## config.mk

```make
export PLATFORM = sky130hd
export DESIGN_NAME = branch_resolve_stage
export DESIGN_NICKNAME = d
export VERILOG_FILES = /design/src/rtl/branch_resolve_stage_pkg.sv /design/src/rtl/branch_resolve_stage_cmp.sv /design/src/rtl/branch_resolve_stage.sv
export SDC_FILE = /design/constraint.sdc
export NUM_CORES = 1
export LEC_CHECK = 0
export ABC_CLOCK_PERIOD_IN_PS = 2700
export BUFFER_PORTS_ARGS = -buffer_cell sky130_fd_sc_hd__buf_2
export CORE_ASPECT_RATIO = 0.9
export CORE_UTILIZATION = 50
export DETAILED_ROUTE_END_ITERATION = 12
export GPL_TIMING_DRIVEN = 1
export HOLD_SLACK_MARGIN = 0.03
export PLACE_DENSITY = 0.77
export SYNTH_ARGS = -nofsm -noshare
export SYNTH_HDL_FRONTEND = slang
export SYNTH_SLANG_ARGS = --single-unit
```

## constraint.sdc

```tcl
create_clock -name clk -period 2.7 [get_ports clk]
set_clock_uncertainty 0.15 [all_clocks]
set_input_delay 0.135 -clock clk [delete_from_list [all_inputs] [get_ports clk]]
set_output_delay 0.135 -clock clk [all_outputs]
set_load 0.01 [all_outputs]
```

## src/rtl/branch_resolve_stage_pkg.sv

```systemverilog
// Shared RV32I types for the execute-stage branch resolver: control-transfer kinds,
// branch conditions and the resolver FSM states.
package branch_resolve_stage_pkg;

  typedef logic [31:0] rv32i_word;

  typedef enum logic [2:0] {
    BR_BEQ  = 3'b000,
    BR_BNE  = 3'b001,
    BR_BLT  = 3'b100,
    BR_BGE  = 3'b101,
    BR_BLTU = 3'b110,
    BR_BGEU = 3'b111
  } branch_funct3_t;

  typedef enum logic [1:0] {
    K_OTHER  = 2'd0,
    K_BRANCH = 2'd1,
    K_JAL    = 2'd2,
    K_JALR   = 2'd3
  } ctrl_kind_t;

  typedef enum logic {
    IDLE     = 1'b0,
    REDIRECT = 1'b1
  } brs_state_t;

  localparam rv32i_word LINK_OFFSET = 32'd4;

  // RV32I without the C extension needs every fetch target word aligned.
  function automatic logic is_word_aligned(input rv32i_word addr);
    return addr[1:0] == 2'b00;
  endfunction

endpackage

```

## src/rtl/branch_resolve_stage_cmp.sv

```systemverilog
// Branch condition evaluator: br_en is high when the funct3 condition holds for op1/op2.
// Reserved funct3 encodings never take.
module branch_resolve_stage_cmp
  import branch_resolve_stage_pkg::*;
(
  input  logic [2:0] cmpop,
  input  rv32i_word  op1,
  input  rv32i_word  op2,
  output logic       br_en
);

  always_comb begin
    br_en = 1'b0;
    case (cmpop)
      BR_BEQ:  br_en = (op1 == op2);
      BR_BNE:  br_en = (op1 != op2);
      BR_BLT:  br_en = ($signed(op1) <  $signed(op2));
      BR_BGE:  br_en = ($signed(op1) >= $signed(op2));
      BR_BLTU: br_en = (op1 <  op2);
      BR_BGEU: br_en = (op1 >= op2);
      default: br_en = 1'b0;
    endcase
  end

endmodule

```

## src/rtl/branch_resolve_stage.sv

```systemverilog
// Execute-stage branch/jump resolution: registered writeback result, fetch redirect with
// epoch-based squashing of wrong-path ops, and saturating branch statistics.
module branch_resolve_stage
  import branch_resolve_stage_pkg::*;
#(
  parameter int CNT_W = 16
) (
  input  logic             clk,
  input  logic             rst_n,
  input  logic             in_valid,
  output logic             in_ready,
  input  logic [1:0]       in_kind,
  input  logic [2:0]       in_funct3,
  input  logic [31:0]      in_pc,
  input  logic [31:0]      in_imm,
  input  logic [31:0]      in_rs1,
  input  logic [31:0]      in_rs2,
  input  logic             in_epoch,
  output logic             out_valid,
  input  logic             out_ready,
  output logic [31:0]      out_link,
  output logic             out_taken,
  output logic             out_exc,
  output logic             redir_valid,
  input  logic             redir_ready,
  output logic [31:0]      redir_pc,
  output logic             cur_epoch,
  output logic [CNT_W-1:0] br_count,
  output logic [CNT_W-1:0] taken_count
);

  brs_state_t r_state;
  brs_state_t w_state_next;
  logic       r_epoch;
  logic       r_out_valid;
  rv32i_word  r_out_link;
  logic       r_out_taken;
  logic       r_out_exc;
  rv32i_word  r_redir_pc;

  ctrl_kind_t w_kind;
  logic       w_br_en;
  rv32i_word  w_pc_target;
  rv32i_word  w_reg_target;
  rv32i_word  w_target;
  logic       w_cond;
  logic       w_aligned;
  logic       w_taken;
  logic       w_exc;
  logic       w_in_ready;
  logic       w_accept;
  logic       w_fresh;
  logic       w_redirect;

  assign w_kind = ctrl_kind_t'(in_kind);

  branch_resolve_stage_cmp u_cmp (
    .cmpop (in_funct3),
    .op1   (in_rs1),
    .op2   (in_rs2),
    .br_en (w_br_en)
  );

  assign w_pc_target  = in_pc + in_imm;
  assign w_reg_target = (in_rs1 + in_imm) & ~32'd1;
  assign w_target     = (w_kind == K_JALR) ? w_reg_target : w_pc_target;

  always_comb begin
    w_cond = 1'b0;
    case (w_kind)
      K_BRANCH:     w_cond = w_br_en;
      K_JAL,K_JALR: w_cond = 1'b1;
      default:      w_cond = 1'b0;
    endcase
  end

  // A misaligned target turns the transfer into an exception instead of a redirect.
  assign w_aligned = is_word_aligned(w_target);
  assign w_taken   = w_cond && w_aligned;
  assign w_exc     = w_cond && !w_aligned;

  assign w_in_ready = (r_state == IDLE) && (!r_out_valid || out_ready);
  assign w_accept   = in_valid && w_in_ready;
  assign w_fresh    = w_accept && (in_epoch == r_epoch);
  assign w_redirect = w_fresh && w_taken;

  always_comb begin
    w_state_next = r_state;
    case (r_state)
      IDLE:     if (w_redirect)  w_state_next = REDIRECT;
      REDIRECT: if (redir_ready) w_state_next = IDLE;
      default:  w_state_next = IDLE;
    endcase
  end

  always_ff @(posedge clk or negedge rst_n) begin
    if (!rst_n) r_state <= IDLE;
    else        r_state <= w_state_next;
  end

  always_ff @(posedge clk or negedge rst_n) begin
    if (!rst_n) begin
      r_epoch    <= 1'b0;
      r_redir_pc <= '0;
    end else if (w_redirect) begin
      r_epoch    <= ~r_epoch;
      r_redir_pc <= w_target;
    end
  end

  always_ff @(posedge clk or negedge rst_n) begin
    if (!rst_n) begin
      r_out_valid <= 1'b0;
      r_out_link  <= '0;
      r_out_taken <= 1'b0;
      r_out_exc   <= 1'b0;
    end else if (w_fresh) begin
      r_out_valid <= 1'b1;
      r_out_link  <= in_pc + LINK_OFFSET;
      r_out_taken <= w_taken;
      r_out_exc   <= w_exc;
    end else if (out_ready) begin
      r_out_valid <= 1'b0;
    end
  end

  // Index 0 counts resolved conditional branches, index 1 the taken ones.
  logic [1:0]       w_cnt_inc;
  logic [CNT_W-1:0] r_cnt [2];

  assign w_cnt_inc[0] = w_fresh && (w_kind == K_BRANCH);
  assign w_cnt_inc[1] = w_cnt_inc[0] && w_taken;

  genvar gi;
  generate
    for (gi = 0; gi < 2; gi++) begin : g_cnt
      always_ff @(posedge clk or negedge rst_n) begin
        if (!rst_n)
          r_cnt[gi] <= '0;
        else if (w_cnt_inc[gi] && (r_cnt[gi] != {CNT_W{1'b1}}))
          r_cnt[gi] <= r_cnt[gi] + {{(CNT_W-1){1'b0}}, 1'b1};
      end
    end
  endgenerate

  assign in_ready    = w_in_ready;
  assign out_valid   = r_out_valid;
  assign out_link    = r_out_link;
  assign out_taken   = r_out_taken;
  assign out_exc     = r_out_exc;
  assign redir_valid = (r_state == REDIRECT);
  assign redir_pc    = r_redir_pc;
  assign cur_epoch   = r_epoch;
  assign br_count    = r_cnt[0];
  assign taken_count = r_cnt[1];

endmodule

```

# Word level (Yosys, flattened, before mapping)
# Index checks and enable logic that the tools add are counted.
classes:
  n_addsub: 5
  n_lt_le_gt_ge: 4
  n_eq_ne: 13
  mux: 8
  bitwise_logic: 2
  reduce_logical: 17
ops:
  columns: ["op", "n"]
  rows:
  - ["32-bit adder", 2]
  - ["32-bit greater-or-equal comparator", 2]
  - ["32-bit less-than comparator", 2]
  - ["16-bit by 1-bit adder with 16-bit output (second input constant)", 2]
  - ["32-bit by 3-bit adder with 32-bit output (second input constant)", 1]
  - ["32-bit equality test", 1]
  - ["32-bit 2-to-1 mux", 1]
  - ["16-bit != test (second input constant)", 2]
  - ["32-bit != test", 1]
  - ["3-bit equality test (second input constant)", 4]
  - ["1-bit logical AND", 10]
  - ["1-bit one-hot mux with 6 select lines", 1]
  - ["2-bit equality test (second input constant)", 2]
  - ["1-bit 2-to-1 mux", 4]
  - ["1-bit one-hot mux with 2 select lines", 2]
  - ["3-bit by 1-bit equality test with 1-bit output (second input constant)", 1]
  - ["3-bit logical NOT", 1]
  - ["2-bit by 1-bit equality test with 1-bit output (second input constant)", 1]
  - ["1-bit logical NOT", 2]
  - ["2-bit logical NOT", 1]
  - ["1-bit inverter", 2]
  - ["2-bit nonzero test", 1]
  - ["2-bit OR reduction", 1]
  - ["1-bit equality test", 1]
  - ["1-bit logical OR", 1]
word_totals:
  ff_bits: 101
  input_bits: 139

# Longest topological paths before layout
# Gate-level depths: netlist of the first run.
logic_depth:
  word_depth: 8
  depth_mapped: 14
  depth_no_buf: 13

# Modules after synthesis
# Synthesis of the first run repeated with hierarchy kept, for this count alone.
unflattened:
  cells_unflattened: 1051
  hier_area_um2: 8853.5
by_module_without_submodules:
  columns: ["module", "n_inst", "cells_per_inst", "area_each_um2", "seq_area_each_um2"]
  rows:
  - ["branch_resolve_stage", 1, 923, 7930.1, 2527.4]
  - ["branch_resolve_stage_cmp", 1, 128, 923.4, 0.0]

# Worst setup path after synthesis of the first run
# OpenSTA, ideal clock, no wires.
synth_timing:
  path_kind: "input to register"
  startpoint: "input port in_rs2[29]"
  endpoint: "register r_redir_pc[22], in the netlist redir_pc[22]"
  setup_time_ps: 92
  arrival_time_ps: 2438
  path_slack_ps: 20
  path_stages: 12
  path_buffers: 1
  cell_sequence: "inv_1 > ha_1 > a21o_1 > a21o_1 > a221oi_1 > o21ai_1 > a21oi_2 > mux2i_1 > a41oi_1 > or3b_1 > buf_2 > o31ai_2"
synth_via:
  elab_chain_len: 5
synth_rtl:
  columns: ["element", "line_no", "rtl"]
  rows:
  - ["start, declared", "branch_resolve_stage.sv:17", "input logic [31:0] in_rs2,"]
  - ["32-bit greater-or-equal comparator (tied with other cells)", "branch_resolve_stage_cmp.sv:20", "BR_BGEU: br_en = (op1 >= op2);"]
  - ["1-bit one-hot mux with 6 select lines (*)", "branch_resolve_stage_cmp.sv:14", "case (cmpop)"]
  - ["1-bit one-hot mux with 2 select lines (*)", "branch_resolve_stage.sv:70", "case (w_kind)"]
  - ["1-bit logical AND (*)", "branch_resolve_stage.sv:79", "assign w_taken = w_cond && w_aligned;"]
  - ["1-bit logical AND (*)", "branch_resolve_stage.sv:85", "assign w_redirect = w_fresh && w_taken;"]
  - ["end signal, assigned", "branch_resolve_stage.sv:107", "r_redir_pc <= w_target;"]
  - ["end, declared", "branch_resolve_stage.sv:39", "rv32i_word r_redir_pc;"]
# Every way passes the cells marked *; elsewhere a longest branch is shown, timed or not.
# A chain may end at the register's enable or synchronous reset.

# Worst setup path after layout of the first run
layout_timing:
  startpoint: "input port in_rs1[13]"
  endpoint: "register r_redir_pc[8], in the netlist redir_pc[8]"
layout_via:
  elab_chain_len: 5
layout_rtl:
  columns: ["element", "line_no", "rtl"]
  rows:
  - ["start, declared", "branch_resolve_stage.sv:16", "input logic [31:0] in_rs1,"]
  - ["32-bit greater-or-equal comparator (tied with other cells)", "branch_resolve_stage_cmp.sv:20", null]
  - ["1-bit one-hot mux with 6 select lines (*)", "branch_resolve_stage_cmp.sv:14", null]
  - ["1-bit one-hot mux with 2 select lines (*)", "branch_resolve_stage.sv:70", null]
  - ["1-bit logical AND (*)", "branch_resolve_stage.sv:79", null]
  - ["1-bit logical AND (*)", "branch_resolve_stage.sv:85", null]
# Marks and branches as above.

==> results of run 1 <==
-- where the power goes --
group	leakage, nW	internal, W	switching (W)
clock network	0.145	0.000652	0.000668
registers	1.28	0.00203	0.000313
logic	4.90	0.00147	0.00175
total	6.32	0.00415	0.00273
-- stage by stage --
step	utilization (%)	setup slack (ns)	instances	hold WS [ns]
after global placement	67.2	-0.434	1631	0.116
after global routing	73.5	-0.129	1683	0.0514
after floorplan	-	0.0203	1023	-0.311
final	73.5	-0.0420	1683	0.0469
after detailed placement	67.2	-0.463	1631	0.122
after CTS	70.5	0.00221	1669	0.0386
-- cell families after synthesis --
family	Yosys count	synth area share, %
mux	9	1.12
buf+inv	77	3.62
fa+ha+maj	98	14.5
simple gates	334	18.7
flops	101	29.5
xor+xnor	108	11.0
compound gates	296	21.6
-- registers in the layout, indices dropped and copies added (netlist names) --
signal       cells
out_exc          1
out_link        32
br_count        16
redir_pc        32
redir_valid      1
out_taken        1
taken_count     16
out_valid        1
cur_epoch        1
-- cells in the final DEF (no fill, tap or decap), types with 9 or more instances in the layout --
cell type	Yosys	final
nor2_1	88	86
nor3_1	14	14
o21a_1	14	14
dfrtp_1	101	101
xor2_1	40	40
buf_2	5	239
nand2b_1	9	9
xnor2_1	68	68
ha_1	96	81
inv_1	51	50
buf_4	3	188
ha_4	0	13
and3_1	21	20
a31oi_1	12	12
o21ai_0	70	64
nand2_1	108	107
a21o_1	34	34
nand4_1	15	15
nand3_1	32	31
clkbuf_16	0	11
a21oi_1	100	94
dlygate4sd3_1	0	20
-- repair_timing --
item | in CTS | in global routing
resized for setup | 10 | 62
hold endpoints to repair | 76 | 0
hold buffers | 20 | 0
pin swaps | 6 | 28
endpoints found under the setup margin | 20 | 51
setup buffers | 2 | 11
cloned | 0 | 3
-- worst max-delay path: cells and delay by family --
family	cells	cell delay [ns]
muxes	2	0.59
adders and majority gates	1	0.24
and+or+nand+nor	1	0.30
buffers and inverters	3	0.50
AOI/OAI and AO/OA	6	1.07
-- worst min path at each step --
| stage | from | to | slack [ns] | cells after the start |
|---|---|---|---|---|
| after floorplan | rst_n | br_count[0]$_DFFE_PN0P_ | -0.31 | 0 |
| after global placement | rst_n | br_count[4]$_DFFE_PN0P_ | 0.12 | 1 |
| after detailed placement | rst_n | br_count[5]$_DFFE_PN0P_ | 0.12 | 1 |
| after CTS | in_pc[8] | out_link[8]$_DFFE_PN0P_ | 0.04 | 4 |
| after global routing | in_pc[21] | out_link[21]$_DFFE_PN0P_ | 0.05 | 3 |
| final | in_pc[8] | out_link[8]$_DFFE_PN0P_ | 0.05 | 4 |
-- final cells by class --
cell class,count,area share [%]
sequential,101,20.4
clock inverter,7,0.546
multi-input combinational,845,49.3
inverter,51,1.55
tap,211,2.13
timing repair buffer,459,24.2
clock buffer,9,1.82
-- metal layers --
layer	up-vias	GRT usage [%]	share of wire [%]
met3	53	4.68	7.0
met5	-	0	0.043
met1	4319	40.7	44
met2	381	49.9	47
li1	4563	-	-
met4	2	9.83	2.5
==> results.json, run 1 <==
{
  "cts_max_level": 3,
  "synth_warnings": 0,
  "setup_viol": 3,
  "synth_flop_cell": "dfrtp_1",
  "crit_type": "in2reg",
  "dr_total_vias": 9318,
  "grt_pass1_vias": 8696,
  "wire_per_inst_um": 16.4,
  "drt_iter0_markers": 489,
  "worstMarginPinSlew_ns": 0.810,
  "synth.top_cell.area_share_pct": 29.5,
  "grt_pass1_wl_um": 42600,
  "cts.reportedPaths.clkPinSlew_ns": 0.08,
  "die_w_um": 140,
  "slew_headroom_pct": 46.0,
  "crit_end": "redir_pc[8]$_DFFE_PN0P_",
  "clock_latency_ns": 0.36,
  "hold_viol": 0,
  "fmax_mhz": 365,
  "die_h_um": 126,
  "period_minus_slack_ns": 2.74,
  "yosysTopAreaCell": "dfrtp_1",
  "yosysUniqueCellTypes": 67,
  "grt-ovfl-total": 0,
  "drv_slew": 0,
  "synth-edff-count": 0,
  "synth.most_common_cell": "nand2_1",
  "final_nets": 1704,
  "slowest_delay_ns": 0.31,
  "rsz0062_at_grt": "true",
  "cts_tree": "done",
  "powerDensity_nw_per_um2": 556,
  "r2r_cells": 9,
  "core_area_um2": 16800,
  "synthesis.nets": 1260,
  "end_kind": "register",
  "cp.arrival_ns": 2.85,
  "cap_violations": 0,
  "r2r-start": "cur_epoch$_DFFE_PN0P_",
  "area_delta_synth_final_pct": 44.3,
  "synth_area_leaders": "dfrtp_1, ha_1, xnor2_1, a21oi_1, nand2_1",
  "io_buffers": 240,
  "drc": 0,
  "path_cells": "buf_2 -> ha_4 -> a21o_1 -> a21o_1 -> a21oi_2 -> buf_4 -> o211ai_2 -> a21oi_4 -> mux2i_2 -> a41oi_2 -> nor3b_4 -> buf_6 -> mux2_4",
  "clock_sinks": 101,
  "num_antenna_cells": 0,
  "power_w": 0.00688,
  "worst_slack_ns": -0.0420,
  "required_ns": 2.81,
  "cts-root-buf": "clkbuf_16",
  "hp-class": "in2reg",
  "synth_commonest_cells": "nand2_1, dfrtp_1, a21oi_1",
  "dieArea_um2": 17700,
  "critPathLaunch": "in_rs1[13]",
  "synthArstFlopShare_pct": 100,
  "outcome": "complete, but fails checks",
  "synth_cells": 1023,
  "drive_gt1_share_pct": 36.1,
  "nFillCells": 1273,
  "slowest_stage": "mux2_4",
  "avgSynthCellArea_um2": 8.38,
  "timing.reg2reg.setup_slack_ns": 0.13,
  "num_rows": 45,
  "io_pins": 241,
  "cts_buffer_depth": 2,
  "multiInputGateArea_um2": 6100,
  "p_leak_nw": 6.32,
  "cts_made_buffers": 9,
  "yosysSeqAreaShare_pct": 29.5,
  "crit_top_cell": "a21o_1",
  "initial_utilization_pct": 50.9,
  "placed_area_um2": 11300,
  "grt_use_total_pct": 30.3,
  "drt_wl_total_um": 27700,
  "dr.pass1.iters": 7,
  "post-route-period-util_pct": 102,
  "cp_max_fo": 7,
  "r2r_end": "taken_count[5]$_DFFE_PN0P_",
  "violations": "setup timing",
  "syn_area_um2": 8570,
  "antenna_found_initial": 1,
  "gp_congestion": 0.930,
  "vdd_ir_drop_max_v": 0.000352,
  "post-route-cell-area_um2": 12400,
  "vias_per_cell": 5.54,
  "synth-seq-cells": 101,
  "critPathLaunchType": "input port",
  "regArea_um2": 2530,
  "tns_ns": -0.0511,
  "grt_max_degree": 69,
  "ant_nets": 0,
  "hpwl_um": 21300
}
No activity file was read; power rests on OpenSTA's default activity.
==> inputs of run 2 (changes only) <==
Settings changed: CTS_BUF_LIST set to sky130_fd_sc_hd__clkbuf_8, SKIP_LAST_GASP set to 1.
==> results.json, run 2 (synthesis results as in run 1) <==
{
  "dieArea_um2": 17700,
  "io_pins": 241,
  "grt_use_total_pct": 30.3,
  "mostFrequentLayoutCells": "buf_2, buf_4, nand2_1",
  "drt_wl_total_um": 27500,
  "path_cells": "buf_2 -> ha_1 -> a311o_1 -> a21oi_2 -> nor3b_1 -> buf_4 -> nor3_4 -> o31ai_2 -> buf_4 -> a311oi_2 -> o21ai_0 -> xnor2_1 -> a21oi_1 -> o31ai_2",
  "timing.reg2reg.setup_slack_ns": 0.16,
  "num_rows": 45,
  "stdcell_count": 1688,
  "min_from": "in_pc[16]",
  "ant_nets": 0,
  "cts_tree": "done",
  "crit_type": "in2reg",
  "grt-ovfl-total": 0,
  "drc": 0,
  "hold-path-cell-count": 4,
  "cts-root-buf": "clkbuf_8",
  "setup_viol": 0,
  "slowest_stage": "a311o_1",
  "r2r-start": "taken_count[2]$_DFFE_PN0P_",
  "final_common_cell": "buf_2",
  "vias_per_cell": 5.50,
  "drv_slew": 0,
  "hold_viol": 0,
  "rsz0062_at_grt": "true",
  "period_minus_slack_ns": 2.65,
  "hpwl_um": 21300,
  "final_nets": 1709,
  "r2r_cells": 10,
  "required_ns": 2.86,
  "dr_total_vias": 9281,
  "grt_pass1_wl_um": 42500,
  "nFillCells": 1304,
  "fmax_mhz": 378,
  "slew_headroom_pct": 47.1,
  "outcome": "completed",
  "worst_slack_ns": 0.0525,
  "min_to": "out_link[16]$_DFFE_PN0P_",
  "wire_per_inst_um": 16.3,
  "drt_iter0_markers": 543,
  "end_kind": "register",
  "gp_congestion": 0.930,
  "critPathLaunchType": "input port",
  "post-route-period-util_pct": 98.1,
  "clock_sinks": 101,
  "antenna_found_initial": 1,
  "dr.pass1.iters": 5,
  "powerDensity_nw_per_um2": 532,
  "core_area_um2": 16800,
  "area_delta_synth_final_pct": 42.4,
  "drive_gt1_share_pct": 34.9,
  "r2r_end": "taken_count[5]$_DFFE_PN0P_",
  "cp.arrival_ns": 2.80,
  "place_ws_ns": -0.463,
  "die_w_um": 140,
  "io_buffers": 240,
  "grt_max_degree": 69,
  "num_antenna_cells": 0,
  "die_h_um": 126,
  "slowest_delay_ns": 0.37,
  "cts_max_level": 3,
  "cts_buffer_depth": 2,
  "initial_utilization_pct": 50.9,
  "cp_max_fo": 3,
  "p_leak_nw": 6.29,
  "worstMarginPinSlew_ns": 0.793,
  "placedCellCount": 1631,
  "hp-class": "in2reg",
  "tns_ns": 0,
  "vdd_ir_drop_max_v": 0.000361,
  "cts_made_buffers": 9,
  "cap_violations": 0,
  "cts.reportedPaths.clkPinSlew_ns": 0.11,
  "grt_pass1_vias": 8692,
  "utilization_pct": 72.5,
  "clock_latency_ns": 0.39
}
==> run 2: metal layers <==
layer / global-route usage [%] / routed length [um] / vias to the layer above / part of all wire, %
met2: 50.0 / 12700 / 370 / 46
met4: 9.05 / 702 / 2 / 2.6
met3: 4.68 / 1850 / 56 / 6.7
met5: 0 / 12 / - / 0.044
li1: - / - / 4561 / -
met1: 40.9 / 12300 / 4292 / 45
==> run 2: worst max-delay path by stage <==
| stage | start | end | slack [ns] | cells after the start |
|---|---|---|---|---|
| CTS | in_rs1[1] | redir_pc[31]$_DFFE_PN0P_ | 0.001 | 13 |
| floorplan | in_rs2[29] | redir_pc[22]$_DFFE_PN0P_ | 0.02 | 12 |
| finish | in_imm[1] | redir_pc[31]$_DFFE_PN0P_ | 0.05 | 14 |
| detailed placement | in_imm[1] | redir_pc[31]$_DFFE_PN0P_ | -0.46 | 14 |
| global placement | in_imm[1] | redir_pc[31]$_DFFE_PN0P_ | -0.43 | 14 |
| global route | in_pc[2] | out_link[31]$_DFFE_PN0P_ | -0.06 | 13 |
==> run 2: final cells by class <==
class                           count  area [um^2]  area share, %
Clock inverter                      7         67.6          0.553
Sequential cell                   101         2530           20.7
Tap cell                          211          264           2.16
Clock buffer                        9          124           1.01
Multi-Input combinational cell    845         5990           49.1
Inverter                           51          191           1.57
Timing Repair Buffer              464         3040           24.9
==> run 2: power by group <==
part / switching, W / internal, W / leakage [nW]
logic: 0.00172 / 0.00145 / 4.91
registers: 0.000310 / 0.00202 / 1.28
clock network: 0.000626 / 0.000360 / 0.0993
==> run 2: metrics by stage <==
stage	total power, W	instance area, um^2	hold slack, ns
3_3_place_gp	0.00528	11300	0.116
4_1_cts	0.00640	11800	0.0306
2_1_floorplan	0.00395	8570	-0.311
5_1_grt	0.00697	12200	0.0474
6_report	0.00649	12200	0.0434
3_5_place_dp	0.00536	11300	0.122
==> run 2: worst max-delay path, delay by kind of cell <==
kind                     cells  cell delay, ns
AND/OR/NAND/NOR              2            0.31
buffers and inverters        3            0.42
AO/OA/AOI/OAI                7            1.46
adder cells (fa/ha/maj)      1            0.30
XOR/XNOR                     1            0.16
==> run 2: what timing repair did <==
item,4_1_cts,5_1_grt
resized for setup,3,54
setup buffers,0,11
gates cloned,0,2
hold buffers,28,0
hold endpoints to repair,84,0
pin swaps,2,23
endpoints found under the setup margin,11,52
==> inputs of run 3 (changes only) <==
--- a/config.mk
+++ b/config.mk
@@ -15,3 +15,3 @@
 export HOLD_SLACK_MARGIN = 0.03
-export PLACE_DENSITY = 0.77
+export PLACE_DENSITY = 0.75
 export SKIP_LAST_GASP = 1
--- a/constraint.sdc
+++ b/constraint.sdc
@@ -4,2 +4,2 @@
 set_output_delay 0.135 -clock clk [all_outputs]
-set_load 0.01 [all_outputs]
+set_load 0.1 [all_outputs]
==> results.json, run 3 (synthesis results as in run 1) <==
{
  "outcome": "completed",
  "crit_type": "in2reg",
  "hold_slack_ns": 0.0395,
  "num_rows": 45,
  "cts_made_buffers": 9,
  "required_ns": 2.86,
  "grt_max_degree": 65,
  "hold_viol": 0,
  "timing.reg2reg.setup_slack_ns": 0.18,
  "crit_top_cell": "buf_4",
  "placedCellCount": 1612,
  "initial_utilization_pct": 50.9,
  "drt_iter0_markers": 667,
  "area_delta_synth_final_pct": 41.9,
  "min_from": "in_pc[12]",
  "end_kind": "register",
  "grt_pass1_vias": 8819,
  "cpLargestDelayFamily": "buffers and inverters",
  "dieArea_um2": 17700,
  "post-route-period-util_pct": 97.4,
  "slowest_delay_ns": 0.30,
  "gp_congestion": 0.959,
  "setup_viol": 0,
  "cp.arrival_ns": 2.79,
  "cp_max_fo": 7,
  "dr_total_vias": 9341,
  "final_nets": 1694,
  "cap_violations": 0,
  "drive_gt1_share_pct": 35.2,
  "cts.reportedPaths.clkPinSlew_ns": 0.10,
  "utilization_pct": 72.3,
  "drc": 0,
  "cts_buffer_depth": 2,
  "hpwl_um": 21700,
  "ant_nets": 0,
  "clock_latency_ns": 0.38,
  "critPathLaunchType": "input port",
  "path_buf_inv": 6,
  "num_antenna_cells": 0,
  "final_common_cell": "buf_2",
  "grt-ovfl-total": 0,
  "dr.pass1.iters": 5,
  "grt_pass1_wl_um": 42900,
  "wire_per_inst_um": 16.7,
  "antenna_found_initial": 0,
  "p_leak_nw": 6.19,
  "mostFrequentLayoutCells": "buf_2, buf_4, nand2_1",
  "tns_ns": 0,
  "die_h_um": 126,
  "io_buffers": 240,
  "stdcell_count": 1673,
  "r2r-start": "taken_count[2]$_DFFE_PN0P_",
  "vdd_ir_drop_max_v": 0.00131,
  "period_minus_slack_ns": 2.63,
  "r2r_end": "taken_count[15]$_DFFE_PN0P_",
  "drv_slew": 0,
  "vias_per_cell": 5.58,
  "core_area_um2": 16800,
  "cts-root-buf": "clkbuf_8",
  "worstMarginPinSlew_ns": 0.642,
  "slowest_stage": "a221oi_2",
  "drt_wl_total_um": 28000,
  "cts_tree": "done",
  "hp-class": "in2reg",
  "clock_sinks": 101,
  "min_to": "out_link[12]$_DFFE_PN0P_",
  "path_cells": "buf_2 -> ha_1 -> nand4_1 -> buf_4 -> inv_1 -> a221oi_2 -> o21ai_2 -> a21oi_2 -> buf_4 -> mux2i_4 -> nand4_1 -> buf_6 -> nor3_2 -> buf_4 -> and4_1 -> xor2_1",
  "slew_headroom_pct": 57.2,
  "power_w": 0.0102,
  "die_w_um": 140,
  "hold-path-cell-count": 4,
  "powerDensity_nw_per_um2": 838,
  "r2r_cells": 10,
  "grt_use_total_pct": 30.7,
  "cts_max_level": 3,
  "fmax_mhz": 380,
  "io_pins": 241
}
-- run 3: changes by cell type in the layout (fill, tap and decap cells not counted), sizes merged --
| cell | change |
|---|---|
| buf | -19 |
| dlygate4sd3 | +5 |
| bufinv | +1 |
| clkbuf | -1 |
| clkinv | -1 |
| clkinvlp | +1 |
| inv | -1 |
-- run 3: final cells by class --
| type | instances | area [um^2] |
|---|---|---|
| multi-input combinational | 845 | 6060 |
| timing repair buffer | 449 | 2920 |
| clock buffer | 9 | 124 |
| tap | 211 | 264 |
| fill | 1306 | 4670 |
| sequential | 101 | 2540 |
| clock inverter | 7 | 72.6 |
| inverter | 51 | 191 |
-- run 3: tightest hold or removal path, stage by stage --
cell and delay, ns:
buf_2 0.09, buf_4 0.12, xor2_1 0.06, o21ai_0 0.14
-- run 3: what timing repair did --
item | 4_1_cts | 5_1_grt
hold endpoints to repair | 76 | 0
hold buffers | 33 | 0
gates cloned | 0 | 1
endpoints found under the setup margin | 21 | 45
gates resized for setup | 6 | 50
setup buffers | 1 | 10
pin swaps | 4 | 27
-- run 3: power by group --
| group | switching, W | leakage (nW) | total (W) | internal, W |
|---|---|---|---|---|
| registers | 0.000335 | 1.26 | 0.00237 | 0.00203 |
| clock network | 0.000595 | 0.101 | 0.00103 | 0.000433 |
| logic | 0.00535 | 4.82 | 0.00680 | 0.00145 |
| total | 0.00628 | 6.19 | 0.0102 | 0.00392 |
-- run 3: metal layers --
metal  vias to the layer above  share of wire [%]  global-route usage, %
met3                        54                6.9                   4.64
li1                       4528                  -                      -
met5                         -                  0                      0
met1                      4368                 44                   40.4
met2                       391                 46                   51.8
met4                         0                2.7                   9.95
-- run 3: how the worst max path moves through the flow --
stage / cells after the start / slack (ns) / start / end
3_5_place_dp: 11 / -0.52 / in_rs1[19] / redir_pc[22]$_DFFE_PN0P_
4_1_cts: 15 / 0.02 / in_rs1[29] / taken_count[15]$_DFFE_PN0P_
6_report: 16 / 0.07 / in_rs1[24] / taken_count[5]$_DFFE_PN0P_
5_1_grt: 16 / -0.04 / in_rs1[24] / taken_count[5]$_DFFE_PN0P_
3_3_place_gp: 11 / -0.34 / in_rs1[19] / redir_pc[22]$_DFFE_PN0P_
2_1_floorplan: 8 / 0.01 / br_count[9]$_DFFE_PN0P_ / br_count[15]$_DFFE_PN0P_
-- run 3: through the flow --
| step | setup slack (ns) | instance area, um^2 |
|---|---|---|
| after CTS | 0.0199 | 11800 |
| final | 0.0694 | 12200 |
| after global routing | -0.0449 | 12200 |
| after detailed placement | -0.516 | 11200 |
| after global placement | -0.341 | 11200 |
| after floorplan | 0.0120 | 8620 |
